$ cat src/rtl/operand_fetch.sv
// Operand fetch stage: reads one ROM word, widens it, pulses fim when done.
// Define OPERAND_SIGN_EXT_EN to sign-extend instead of zero-extend.
module operand_fetch #(
  parameter int ADDR_W  = 9,
  parameter int DATA_W  = 8,
  parameter int OUT_W   = 16,
  parameter int ROM_LAT = 1
) (
  input  logic              clk,
  input  logic              rst,
  input  logic              en,
  input  logic [ADDR_W-1:0] addr,
  output logic [ADDR_W-1:0] rom_addr,
  output logic              rom_rd,
  input  logic [DATA_W-1:0] rom_data,
  output logic [OUT_W-1:0]  data_out,
  output logic              fim,
  output logic              busy
);

  typedef enum logic [1:0] {
    IDLE,
    WAIT,
    CAPTURE,
    HOLD
  } state_t;

  localparam logic [1:0] LAT_M1 = 2'(ROM_LAT - 1);

  state_t            r_state;
  logic [1:0]        r_cnt;
  logic [ADDR_W-1:0] r_rom_addr;
  logic              r_rom_rd;
  logic [OUT_W-1:0]  r_data;
  logic              r_fim;
  logic              r_busy;

  state_t            w_nstate;
  logic [1:0]        w_cnt;
  logic [ADDR_W-1:0] w_rom_addr;
  logic              w_rom_rd;
  logic [OUT_W-1:0]  w_data;
  logic              w_fim;
  logic              w_busy;
  logic [OUT_W-1:0]  w_wide;

`ifdef OPERAND_SIGN_EXT_EN
  assign w_wide = {{(OUT_W-DATA_W){rom_data[DATA_W-1]}}, rom_data};
`else
  assign w_wide = {{(OUT_W-DATA_W){1'b0}}, rom_data};
`endif

  always_ff @(posedge clk) begin
    if (rst) begin
      r_state    <= IDLE;
      r_cnt      <= '0;
      r_rom_addr <= '0;
      r_rom_rd   <= 1'b0;
      r_data     <= '0;
      r_fim      <= 1'b0;
      r_busy     <= 1'b0;
    end else begin
      r_state    <= w_nstate;
      r_cnt      <= w_cnt;
      r_rom_addr <= w_rom_addr;
      r_rom_rd   <= w_rom_rd;
      r_data     <= w_data;
      r_fim      <= w_fim;
      r_busy     <= w_busy;
    end
  end

  always_comb begin
    w_nstate   = r_state;
    w_cnt      = r_cnt;
    w_rom_addr = r_rom_addr;
    w_rom_rd   = 1'b0;
    w_data     = r_data;
    w_fim      = 1'b0;
    w_busy     = r_busy;
    unique case (r_state)
      IDLE: begin
        if (en) begin
          w_rom_addr = addr;
          w_rom_rd   = 1'b1;
          w_busy     = 1'b1;
          w_cnt      = LAT_M1;
          w_nstate   = WAIT;
        end
      end
      WAIT: begin
        if (r_cnt == 2'd0) w_nstate = CAPTURE;
        else               w_cnt    = r_cnt - 2'd1;
      end
      CAPTURE: begin
        w_data   = w_wide;
        w_fim    = 1'b1;
        w_nstate = HOLD;
      end
      HOLD: begin
        // Parked until the controller drops en, so one request = one fim.
        w_busy = 1'b0;
        if (!en) w_nstate = IDLE;
      end
      default: w_nstate = IDLE;
    endcase
  end

  assign rom_addr = r_rom_addr;
  assign rom_rd   = r_rom_rd;
  assign data_out = r_data;
  assign fim      = r_fim;
  assign busy     = r_busy;

endmodule

$ cat config.mk
export PLATFORM = sky130hd
export DESIGN_NAME = operand_fetch
export DESIGN_NICKNAME = d
export VERILOG_FILES = /design/src/rtl/operand_fetch.sv
export SDC_FILE = /design/constraint.sdc
export NUM_CORES = 1
export LEC_CHECK = 0
export CORE_ASPECT_RATIO = 0.75
export CORE_UTILIZATION = 41
export DETAILED_ROUTE_END_ITERATION = 10
export GPL_TIMING_DRIVEN = 0
export PLACE_DENSITY = 0.79
export SYNTH_ARGS = -nofsm -noshare
export SYNTH_HDL_FRONTEND = slang
export SYNTH_SLANG_ARGS = --single-unit
$ cat constraint.sdc
create_clock -name clk -period 2.58 [get_ports clk]
set_clock_uncertainty 0.15 [all_clocks]
set_input_delay 0.516 -clock clk [delete_from_list [all_inputs] [get_ports clk]]
set_output_delay 0.516 -clock clk [all_outputs]
set_load 0.01 [all_outputs]
## Yosys cells after proc, flatten, opt, wreduce, memory -nomap -nowiden

Index checks and enable logic that the tools add are counted.

| cells by class | value |
|---|---|
| add/sub/neg operators | 1 |
| multiply operators | 0 |
| div/mod/pow operators | 0 |
| magnitude comparators | 0 |
| equality and inequality tests | 7 |
| shifts and indexed selects | 0 |
| mux-type cells | 11 |
| bitwise operators | 1 |
| reduce and logical (&&, ||, !) cells | 9 |

Operators by type and width:

| kind | count |
|---|---|
| $mux W2 | 5 |
| $ne A2 B2 Y1 const B | 4 |
| $pmux W2 S4 | 1 |
| $reduce_and A3 Y1 | 2 |
| $eq A2 B2 Y1 const B | 2 |
| $logic_not A2 Y1 | 2 |
| $pmux W2 S2 | 1 |
| $reduce_and A2 Y1 | 2 |
| $reduce_bool A2 Y1 | 2 |
| $mux W1 | 3 |
| $eq A2 B1 Y1 const B | 1 |
| $pmux W1 S2 | 1 |
| $reduce_or A2 Y1 | 1 |
| $sub A2 B1 Y2 const B | 1 |
| $not A1 Y1 | 1 |

| word-level totals | value |
|---|---|
| bits in registers | 24 |
| bits in latches | 0 |
| memory bits (writable) | 0 |
| bits in read-only memories | 0 |
| input port bits | 20 |
| output and inout bits | 28 |
| logic and storage cells | 36 |
| memories kept | 0 |

## Depth between registers and ports, before layout

| depth | value |
|---|---|
| word-level depth | 3 |
| mapped depth | 6 |
| depth with buffers taken out | 5 |

## Least setup slack after synthesis

Ideal clock, no wire load.

| path | value |
|---|---|
| path type | flip-flop to flip-flop |
| start | reg r_state[0] |
| end | reg r_state[0] |
| setup time | 72 ps |
| arrival | 1252 ps |
| required time | 2358 ps |
| setup slack | 1106 ps |
| cell stages (with the launch flop) | 6 |
| path buffers | 0 |
| period minus slack after synthesis | 1474 ps |
| cells stage by stage | dfxtp_1 -> inv_1 -> ha_1 -> nor2b_1 -> a221oi_2 -> mux2i_1 |

| on the way | value |
|---|---|
| word-level cells in the longest chain between the ends | 3 |
| elaborated cells between the ends (all ways) | 9 |
| classes of those cells | 6 x eq/ne; 1 x mux; 2 x reduce/logical |

Ends and longest elaborated chain:

| element | line | text |
|---|---|---|
| start, declared | 30 | `state_t r_state;` |
| start signal, assigned | 63 | `r_state <= w_nstate;` |
| $eq A2 B1 Y1, or another cell as far along | 81 | `unique case (r_state)` |
| $ne A2 B2 Y1 (no line) | - |  |
| $reduce_and A3 Y1 (no line) | - |  |

Several ways; a longest one is shown, not always the timed one.
A chain may end at the register's enable or synchronous reset.

## Final worst setup path

| path | value |
|---|---|
| start | reg r_rom_addr[1], in the netlist rom_addr[1] |
| end | out rom_addr[1] |

RTL lines:

| element | line | text |
|---|---|---|
| start, declared | 32 | `logic [ADDR_W-1:0] r_rom_addr;` |
| start signal, assigned | 65 | `r_rom_addr <= w_rom_addr;` |
| end, declared | 13 | `output logic [ADDR_W-1:0] rom_addr,` |

No word-level cell between the ends.

==> summary.md <==
| Metric | Value |
|---|---|
| Status | complete, no violations |
| Fillers | around 200 |
| Post-CTS Repair Setup Buffers | 0 |
| Synth top area cells | dfxtp_1 (46%), mux2i_1 (11%), nand2_1 (8.6%) |
| Final period demand of the worst path | just under 2000 ps |
| Finished Cell Area | 1560 µm² |
| Vias | 911 |
| Cell-internal power | between 0.8 and 0.9 mW |
| Post_cts resized | 0 |
| First drt pass iteration count | 4 |
| Fmax | 0.520 GHz |
| Total gr overflow | 0 |
| Post-synth top area cell | dfxtp_1 |
| First-pass GRT wire length | approximately 3.7 mm |
| Worst vdd ir | approximately 0.47 mV |
| Syn avg cell area | 8.73 µm² |
| Final hold violations | 0 |
| HP Class | flip-flop to flip-flop |
| DRT Wirelength | 2.21 mm |
| Share of layout cells above drive strength 1 | 0.100 |
| Slowest stage cell on the critical path | clkdlybuf4s50_1 |
| RR Startpoint | r_state[0] |
| Worst Hold Depth | 2 |
| Net Sw Power | 0.400 mW |
| Critical Path Sink Type | output pin |
| Final Power | about 1.3 mW |
| Mapped Area | about 1000 µm² |
| Total CTS buffers | 3 |
| Number of core rows | 15 |
| GP Congestion | 0.709 |
| Number of global-route vias before repair | 862 |
| Core area | 2360 µm² |
| Critical path's largest stage delay | 570 ps |
| Largest net degree at the start of global routing | 15 |
| Placed Instances | 200 |
| WP buf/inv | 1 |
| Clk buf depth | 2 |
| Flops & latches, synth | 24 |
| Placed Area | 1510 µm² |
| Die Area | 2760 µm² |
| Critical path arrival | 1260 ps |
| Endpoints failing setup | 0 |
| R2r setup slk | ~940 ps |
| Register area share after synthesis | 0.459 |
| Clk pwr share | 0.208 |
| Storage element area | between 400 and 500 µm² |
| Initial Util | 0.443 |
| RR Endpoint | r_state[0] |
| Async set-reset flop share out of synthesis | 0 |
| Nets | 197 |
| CP cell instances | clkdlybuf4s50_1 |
| Worst EP required | 1910 ps |
| Power share of the combinational group | 0.404 |
| Synth top area share | 0.459 |
| H-tree Lvls | 1 |
| Seq pwr share | 0.388 |
| Detailed-route DRC error count | 0 |
| Sw Share | 0.314 |
| Library cells used by synthesis | 20 |
| Iteration-0 DRC Markers | 33 |
| RSZ-0062 raised after global routing | false |
| Critical path's top delay family | buffers and inverters |
| Routed len/inst | 10.9 µm |
| Port bufs | 39 |
| Final non-filler cell total | 204 |
| Initial antenna violation count | 0 |
| CP startpoint kind | flip-flop |
| Horiz. Die Dim | 60.4 µm |
| CTS tree | yes |
| # diodes | 0 |
| Max-cap viol count | 0 |
| Dpl hpwl | 1.79 mm |
| Layout overhead on the synthesized area | 48.9% |
| P per Cell Area | slightly above 800 nW/µm² |
| Gr usage total | 0.186 |
| Io pins | 48 |
| Reg2reg path depth | 5 |
| Top_reg_cell synth | dfxtp_1 |
| Via density | approximately 4.5 |
| Critical path class | flip-flop to output pin |
| Period utilisation layout | 0.745 |
| Die H | 45.8 µm |
| Hold_sp | rom_addr[0] |
| Sink Count | 24 |
| Worst hold endpoint | rom_addr[0] |
| YS warnings | 0 |
| Leak | 0.645 nW |
| Crit-path max FO | 2 |
| Final slew viol count | 0 |
| CP Depth | 1 |
| Clock Tree Root | clkbuf_4 |
| Fin util | 0.659 |
| EDFF count, synth | 0 |
| Final ANT Viol Nets | 0 |
| Combined area of the multi-input logic cells | 487 µm² |
| Cells after Synth | between 100 and 150 |
| Setup TNS | 0 ps |
| Clock slew at reported path FFs | between 100 and 150 ps |
| Top post-synthesis cells by count | dfxtp_1 (24), nand2_1 (24), a21oi_1 (11), mux2i_1 (11), nor2_1 (11) |
| Hold-fix buffers, CTS | 0 |
| Worst-Skew Late Latency | 310 ps |
cell families (layout without fill, tap and decap cells):
group	count (synthesis)	after routing	share of synthesized area
AND/OR/NAND/NOR	42	42	0.166
flip-flops	24	24	0.459
buffers and inverters	19	62	0.102
AO/OA/AOI/OAI	17	17	0.0932
multiplexers	11	11	0.105
adder cells (fa/ha/maj)	6	6	0.0717
other	1	8	0.00358
routing by layer:
metal	wire length, µm	track usage	part of all wire
met5	0	0	0
met2	1160	0.352	0.52
met3	136	0.0682	0.061
met4	12	0.0279	0.0054
met1	909	0.203	0.41
how the worst max path moves through the flow:
stage | startpoint | endpoint | slack (ps)
floorplan | r_state[0] | r_state[0] | 1110
global placement | en | r_state[1] | 690
detailed placement | en | r_state[0] | 660
CTS | rom_addr[1] | rom_addr[1] | 660
global route | data_out[2] | data_out[2] | 630
finish | rom_addr[1] | rom_addr[1] | 660
cell usage in the layout (no fill, tap or decap):
cell type | Yosys | routed
clkdlybuf4s50_1 | 0 | 39
nand2_1 | 24 | 24
dfxtp_1 | 24 | 24
a21oi_1 | 11 | 11
mux2i_1 | 11 | 11
nor2_1 | 11 | 11
buf_4 | 9 | 9
conb_1 | 1 | 8
inv_1 | 6 | 6
ha_1 | 6 | 6
o21ai_0 | 4 | 4
clkbuf_4 | 0 | 3
clkbuf_1 | 2 | 2
nand3_1 | 2 | 2
nor2b_1 | 2 | 2
and2_1 | 1 | 1
buf_2 | 1 | 1
nand2b_1 | 1 | 1
and2_2 | 1 | 1
inv_2 | 1 | 1
a221oi_2 | 1 | 1
a22oi_1 | 1 | 1
bufinv_16 | 0 | 1
cell type report:
class,instances,area share
Clock inverter,1,0.0193
Multi-Input combinational cell,84,0.312
Clock buffer,3,0.0144
Sequential cell,24,0.308
Inverter,7,0.0169
Buffer,12,0.0514
Timing Repair Buffer,39,0.250
Tap cell,34,0.0273
state kept, by name, indices dropped and copies added, names as in the netlist:
| register | cells |
|---|---|
| busy | 1 |
| rom_rd | 1 |
| rom_addr | 9 |
| r_cnt | 2 |
| r_state | 2 |
| fim | 1 |
| data_out | 8 |
power groups by stage:
stage	Combinational [mW]	Sequential (mW)	Clock, mW
CTS	0.521	0.495	0.275
floorplan	0.281	0.527	0
finish	0.515	0.495	0.265
global placement	0.504	0.497	0
global route	0.575	0.504	0.289
detailed placement	0.519	0.503	0
metrics by stage:
| stage | setup slack (ps) | hold WS (ps) |
|---|---|---|
| CTS | 656 | 315 |
| global placement | 692 | 292 |
| floorplan | 1110 | 316 |
| finish | 658 | 312 |
| global route | 633 | 330 |
| detailed placement | 660 | 297 |
(Power assumes the default switching activity.)
